$ cat src/rtl/instruction_fetcher_pkg.sv
// ============================================================================
// instruction_fetcher_pkg
// Shared fetch-side types and defaults for the instruction fetcher.
// Revision: 1.0
// ============================================================================
`default_nettype none

package instruction_fetcher_pkg;

  localparam int          DEFAULT_ADDR_WIDTH = 32;
  localparam int          DEFAULT_INST_WIDTH = 32;
  localparam logic [31:0] DEFAULT_RESET_PC   = 32'h0000_0000;

  typedef logic [DEFAULT_ADDR_WIDTH-1:0] addr_t;
  typedef logic [DEFAULT_INST_WIDTH-1:0] inst_t;

endpackage

`default_nettype wire

$ cat src/rtl/instruction_fetcher.sv
// ============================================================================
// instruction_fetcher
// Holds the fetch PC, queries the predictor, requests the icache and pushes
// fetched instructions (with PC and predicted next PC) into the IQ.
// Revision: 1.0
// ============================================================================
`default_nettype none

module instruction_fetcher
  import instruction_fetcher_pkg::*;
#(
  parameter int                    ADDR_WIDTH = DEFAULT_ADDR_WIDTH,
  parameter int                    INST_WIDTH = DEFAULT_INST_WIDTH,
  parameter logic [ADDR_WIDTH-1:0] RESET_PC   = DEFAULT_RESET_PC
) (
  input  logic                  clk_in,
  input  logic                  rst_in,
  input  logic                  rdy_in,
  input  logic                  clr_in,
  input  logic [ADDR_WIDTH-1:0] rob_to_if_alt_PC,
  output logic [ADDR_WIDTH-1:0] if_to_pr_PC,
  input  logic [ADDR_WIDTH-1:0] pr_to_if_predict_PC,
  output logic                  if_to_ic_en,
  output logic [ADDR_WIDTH-1:0] if_to_ic_PC,
  input  logic                  ic_to_if_ready,
  input  logic [INST_WIDTH-1:0] ic_to_if_inst,
  input  logic                  iq_to_if_full,
  output logic                  if_to_iq_valid,
  output logic [INST_WIDTH-1:0] if_to_iq_inst,
  output logic [ADDR_WIDTH-1:0] if_to_iq_PC,
  output logic [ADDR_WIDTH-1:0] if_to_iq_pred_PC
);

  localparam logic [1:0] FETCH = 2'd0;
  localparam logic [1:0] HOLD  = 2'd1;
  localparam logic [1:0] FLUSH = 2'd2;

  logic [1:0]            r_state;
  logic [ADDR_WIDTH-1:0] r_pc;
  logic [INST_WIDTH-1:0] r_hold_inst;
  logic [ADDR_WIDTH-1:0] r_hold_pc;
  logic [ADDR_WIDTH-1:0] r_hold_pred;

  assign if_to_pr_PC = r_pc;
  assign if_to_ic_PC = r_pc;
  assign if_to_ic_en = (r_state == FETCH) && !rst_in;

  always_ff @(posedge clk_in) begin
    if (rst_in) begin
      r_state          <= FETCH;
      r_pc             <= RESET_PC;
      r_hold_inst      <= '0;
      r_hold_pc        <= '0;
      r_hold_pred      <= '0;
      if_to_iq_valid   <= 1'b0;
      if_to_iq_inst    <= '0;
      if_to_iq_PC      <= '0;
      if_to_iq_pred_PC <= '0;
    end else if (rdy_in) begin
      if (clr_in) begin
        // Redirect wins over any same-cycle icache response; the held entry
        // is dropped simply by leaving HOLD.
        r_state        <= FLUSH;
        r_pc           <= rob_to_if_alt_PC;
        if_to_iq_valid <= 1'b0;
      end else begin
        case (r_state)
          FETCH: begin
            if (ic_to_if_ready && !iq_to_if_full) begin
              if_to_iq_valid   <= 1'b1;
              if_to_iq_inst    <= ic_to_if_inst;
              if_to_iq_PC      <= r_pc;
              if_to_iq_pred_PC <= pr_to_if_predict_PC;
              r_pc             <= pr_to_if_predict_PC;
            end else if (ic_to_if_ready) begin
              r_hold_inst    <= ic_to_if_inst;
              r_hold_pc      <= r_pc;
              r_hold_pred    <= pr_to_if_predict_PC;
              r_state        <= HOLD;
              if_to_iq_valid <= 1'b0;
            end else begin
              if_to_iq_valid <= 1'b0;
            end
          end
          HOLD: begin
            if (!iq_to_if_full) begin
              if_to_iq_valid   <= 1'b1;
              if_to_iq_inst    <= r_hold_inst;
              if_to_iq_PC      <= r_hold_pc;
              if_to_iq_pred_PC <= r_hold_pred;
              r_pc             <= r_hold_pred;
              r_state          <= FETCH;
            end else begin
              if_to_iq_valid <= 1'b0;
            end
          end
          FLUSH: begin
            // One idle cycle with the request dropped lets the icache abandon
            // whatever it had in flight for the old PC.
            if_to_iq_valid <= 1'b0;
            r_state        <= FETCH;
          end
          default: begin
            if_to_iq_valid <= 1'b0;
            r_state        <= FETCH;
          end
        endcase
      end
    end
  end

endmodule

`default_nettype wire

$ cat config.mk
export PLATFORM = sky130hd
export DESIGN_NAME = instruction_fetcher
export DESIGN_NICKNAME = d
export VERILOG_FILES = /design/src/rtl/instruction_fetcher_pkg.sv /design/src/rtl/instruction_fetcher.sv
export SDC_FILE = /design/constraint.sdc
export NUM_CORES = 1
export LEC_CHECK = 0
export ABC_AREA = 1
export CELL_PAD_IN_SITES_DETAIL_PLACEMENT = 1
export CELL_PAD_IN_SITES_GLOBAL_PLACEMENT = 2
export CORE_ASPECT_RATIO = 0.9
export CORE_MARGIN = 8
export CORE_UTILIZATION = 28
export CTS_CLUSTER_DIAMETER = 80
export CTS_CLUSTER_SIZE = 25
export DETAILED_ROUTE_END_ITERATION = 6
export GPL_ROUTABILITY_DRIVEN = 1
export PLACE_DENSITY_LB_ADDON = 0.1
export SKIP_LAST_GASP = 1
export SYNTH_ARGS = -nofsm -noshare
export SYNTH_HDL_FRONTEND = slang
export SYNTH_SLANG_ARGS = --single-unit
$ cat constraint.sdc
create_clock -name clk_in -period 2.75 [get_ports clk_in]
set_clock_uncertainty 0.1 [all_clocks]
set_input_delay 0.55 -clock clk_in [delete_from_list [all_inputs] [get_ports clk_in]]
set_output_delay 0.55 -clock clk_in [all_outputs]
set_load 0.005 [all_outputs]
# After elaboration in Yosys (flattened, before gate mapping)
# Cells that the tools add are included.
dict set report word_totals {
  regBits 227
  input_bits 102
  elab_cells 48
}
dict set report op_classes {
  eq_ne 7
  mux 19
  bitwise 2
  reduce_logical 11
}
# op count
set ops {}
lappend ops {{2-to-1 mux 32 bit} 7}
lappend ops {{case mux 32 bit (2 select lines)} 3}
lappend ops {{AND reduction 5 bit} 2}
lappend ops {{inequality test 3 bit, second input constant} 3}
lappend ops {{2-to-1 mux 2 bit} 4}
lappend ops {{AND reduction 4 bit} 2}
lappend ops {{case mux 2 bit (2 select lines)} 1}
lappend ops {{2-to-1 mux 1 bit} 3}
lappend ops {{inequality test 3 x 2 -> 1 bit, second input constant} 1}
lappend ops {{nonzero test 3 bit} 1}
lappend ops {{equality test 2 x 1 -> 1 bit, second input constant} 1}
lappend ops {{logical AND 1 bit} 2}
lappend ops {{zero test 1 bit} 2}
lappend ops {{zero test 2 bit} 1}
lappend ops {{inequality test 2 x 1 -> 1 bit, second input constant} 1}
lappend ops {{inequality test 2 bit, second input constant} 1}
lappend ops {{inverter 1 bit} 2}
lappend ops {{case mux 1 bit (2 select lines)} 1}
lappend ops {{nonzero test 2 bit} 1}

# Depth between registers and ports, before layout
dict set report depth {
  depth_word 5
  ltp_mapped 10
}

# Worst setup path after synthesis
# OpenSTA, ideal clock, no wires.
dict set report synth_path {
  path_kind {input-to-reg}
  from {input port clr_in}
  to {register if_to_iq_PC[26]}
  setup_ns 0.132
  t_arrival_ns 1.506
  path_slack_ns 1.012
  cell_stages 9
  cell_sequence {buf_4 -> inv_4 -> nand3_2 -> nor2_1 -> nand2_1 -> buf_4 -> buf_4 -> nand2_1 -> a21oi_1}
}
dict set report synth_between {
  elab_chain_len 2
}
# item line_no
set synth_rtl {}
lappend synth_rtl {{start, declared} instruction_fetcher.sv:19} ;# input logic clr_in,
lappend synth_rtl {{inverter 1 bit (no line)} -}
lappend synth_rtl {{AND reduction 5 bit (no line)} -}
lappend synth_rtl {{end signal, assigned} instruction_fetcher.sv:72} ;# if_to_iq_PC <= r_pc;
lappend synth_rtl {{end signal, assigned} instruction_fetcher.sv:89} ;# if_to_iq_PC <= r_hold_pc;
lappend synth_rtl {{end, declared} instruction_fetcher.sv:30} ;# output logic [ADDR_WIDTH-1:0] if_to_iq_PC,
# No other way between the ends.
# A chain may end at the register's enable or synchronous reset.

# Worst setup path in the final report
dict set report layout_path {
  from {register r_state[1]}
  to {output port if_to_ic_en}
}
dict set report layout_between {
  elab_chain_len 2
}
# item line_no
set layout_rtl {}
lappend layout_rtl {{start, declared} instruction_fetcher.sv:38} ;# logic [1:0] r_state;
lappend layout_rtl {{start signal, assigned} instruction_fetcher.sv:50} ;# r_state <= FETCH;
lappend layout_rtl {{start signal, assigned} instruction_fetcher.sv:63} ;# r_state <= FLUSH;
lappend layout_rtl {{start signal, assigned} instruction_fetcher.sv:79} ;# r_state <= HOLD;
lappend layout_rtl {{zero test 2 bit} instruction_fetcher.sv:46} ;# assign if_to_ic_en = (r_state == FETCH) && !rst_in;
lappend layout_rtl {{logical AND 1 bit} instruction_fetcher.sv:46}
lappend layout_rtl {{end, declared} instruction_fetcher.sv:23} ;# output logic if_to_ic_en,
# No other way between the ends.

==> flow_metrics.py <==
metrics = {
    "worst_setup_path": {
        "cp-end-kind": "primary output",
        "critPathRequiredTime_ns": 2.10,
        "crit_path_start_kind": "register",
        "crit_arrival_ns": 1.69,
        "startpoint": "r_state[1]",
        "criticalPathCategory": "register to primary output",
        "rr_startpoint": "r_state[1]",
        "cp_max_fo": 4,
    },
    "global_routing": {
        "grt_max_degree": 99,
        "grtUsageTotal": 0.168,
        "grt_antenna_before_repair": 4,
        "overflow": 0,
        "grt_pass1_wl_mm": 58.8,
        "grt_pass1_vias": 10100,
    },
    "finish": {
        "fin_cells": 2239,
        "final_area_um2": 13700,
        "areaGrowthSynthToFinish_pct": 33.6,
        "final_core_util": 0.379,
        "drive_gt1_frac": 0.0363,
        "layout.nets": 1853,
    },
    "floorplanning": {
        "die_w_um": 218,
        "die_h_um": 198,
        "core_area_um2": 36200,
        "die-area_um2": 43100,
        "std_cell_rows": 66,
        "start_util": 0.284,
        "ios": 264,
    },
    "cts": {
        "cts_tree": "built",
        "cts-root-buf": "clkbuf_16",
        "clkSlewWorstSetupHoldPaths_ns": 0.10,
        "htree_levels": 1,
        "cts.sinks": 227,
        "clockBufferDepth": 3,
        "ctsHoldBuffers": 0,
        "numCtsBuffers": 17,
        "cts-resized-gates": 0,
        "insertion_delay_ns": 0.51,
        "postCtsSetupBuffers": 0,
    },
    "drt": {
        "vias_per_cell": 4.46,
        "wl_per_cell_um": 16.5,
        "ant_nets": 0,
        "drt_iter0_drc": 446,
        "drc": 0,
        "wl_mm": 37.0,
        "first_pass_iters": 4,
        "dr_total_vias": 9985,
    },
    "yosys": {
        "synth_edf_count": 0,
        "syn_area_um2": 10300,
        "yosys.area.top_type": "dfxtp_1",
        "async_flop_share": 0,
        "ys_top_cells_by_area": "dfxtp_1 (44%), nand2_1 (19%), inv_1 (8.3%)",
        "ys.flop_type": "dfxtp_1",
        "ys_ff_latch": 227,
        "synth_top_area_share": 0.442,
        "synth.most_common_cell": "nand2_1",
        "synthCells": 1576,
        "syn_nets": 1678,
        "ys_types": 18,
        "ys_seq_area_frac": 0.442,
        "syn_avg_cell_area_um2": 6.52,
        "yosysWarnings": 0,
        "yosys-top-cells-count": "nand2_1 (519), inv_1 (228), dfxtp_1 (227)",
    },
    "timing": {
        "fmax_ghz": 0.428,
        "hold_viol_final": 0,
        "holdWs_ns": 0.351,
        "worst_pin_slew_ns": 0.619,
        "timing.slew.headroom": 0.587,
        "drv_slew": 0,
        "period_needed_ns": 2.34,
        "rsz0062_at_grt": "false",
        "setup_tns_ns": 0,
        "finalCritPeriodShare": 0.850,
        "final.setup.worst_slack_ns": 0.412,
        "setup_viol": 0,
    },
    "placed_design": {
        "preCtsSetupSlack_ns": 0.355,
        "place_area_um2": 13200,
        "dp_cells": 2208,
        "port-buffer-count": 263,
        "dp_hpwl_mm": 25.4,
        "gp_congestion": 0.727,
    },
    "power": {
        "vdd_drop_max_mv": 0.294,
        "power.density_nw_per_um2": 523,
        "power_mw": 7.19,
        "leakage_nw": 5.68,
    },
    "worst_hold_path": {
        "hold_class": "register to register",
        "hp-start": "r_hold_pc[4]",
    },
    "job": {
        "maxCapViolations": 0,
    },
    "outcome": {
        "status": "completed",
    },
}
## layout make-up
type	count	area, µm²
Clock inverter	12	139
Timing Repair Buffer	287	2940
Inverter	230	868
Sequential cell	227	4540
Antenna cell	2	5.00
Multi-Input combinational cell	988	4210
Tap cell	476	596
Clock buffer	17	425
Fill cell	4569	22400
## per-layer routing
metal | up-vias | routed length [µm] | global-route usage
met3 | 30 | 1830 | 0.0383
met2 | 144 | 17400 | 0.289
li1 | 5122 | - | -
met5 | - | 27 | 0
met4 | 4 | 505 | 0.0259
met1 | 4685 | 17200 | 0.218
## worst paths after layout
| check | end | slack [ns] | cells after the start |
|---|---|---|---|
| setup / recovery | if_to_ic_en | 0.41 | 2 |
| hold / removal | r_hold_pc[4] | 0.35 | 2 |
| setup reg to reg | if_to_iq_inst[2] | 0.77 | 7 |
| hold reg to reg | r_hold_pc[4] | 0.35 | 2 |
## flip-flops by register name, summed over array words and instances, names as in the netlist
name / flops
r_hold_inst: 32
r_state: 2
if_to_iq_PC: 32
r_hold_pc: 32
if_to_ic_PC: 32
r_hold_pred: 32
if_to_iq_inst: 32
if_to_iq_valid: 1
if_to_iq_pred_PC: 32
## where the power goes
group	switching (mW)	total (mW)	internal (mW)	leakage, nW
sequential	0.0924	3.50	3.41	1.84
combinational	0.520	1.02	0.503	3.56
clock	1.44	2.66	1.23	0.277
total	2.05	7.19	5.14	5.68
## cells by family (layout without fill, tap and decap cells)
logic type / count (synthesis) / after routing / synth area share
other: 0 / 2 / 0
and+or+nand+nor: 665 / 665 / 0.250
buffers and inverters: 361 / 546 / 0.150
AOI/OAI and AO/OA: 323 / 323 / 0.157
DFF: 227 / 227 / 0.442
## layout by cell type, fill, tap and decap left out, drive strengths merged
cell type,synthesis,final
nand2,521,521
dfxtp,227,227
o21ai,161,161
clkinv,0,5
diode,0,2
nand3b,1,1
nand3,36,36
buf,72,26
inv,230,237
nor3,2,2
clkbuf,59,17
nor2,105,105
a21oi,162,162
clkdlybuf4s50,0,261
## worst max-delay path, cell delays in order, from the launching register on
cell	delay, ns
dfxtp_1	0.37
nor3_1	0.21
clkdlybuf4s50_1	0.60
Note: power is estimated with default switching activity, not from simulation.
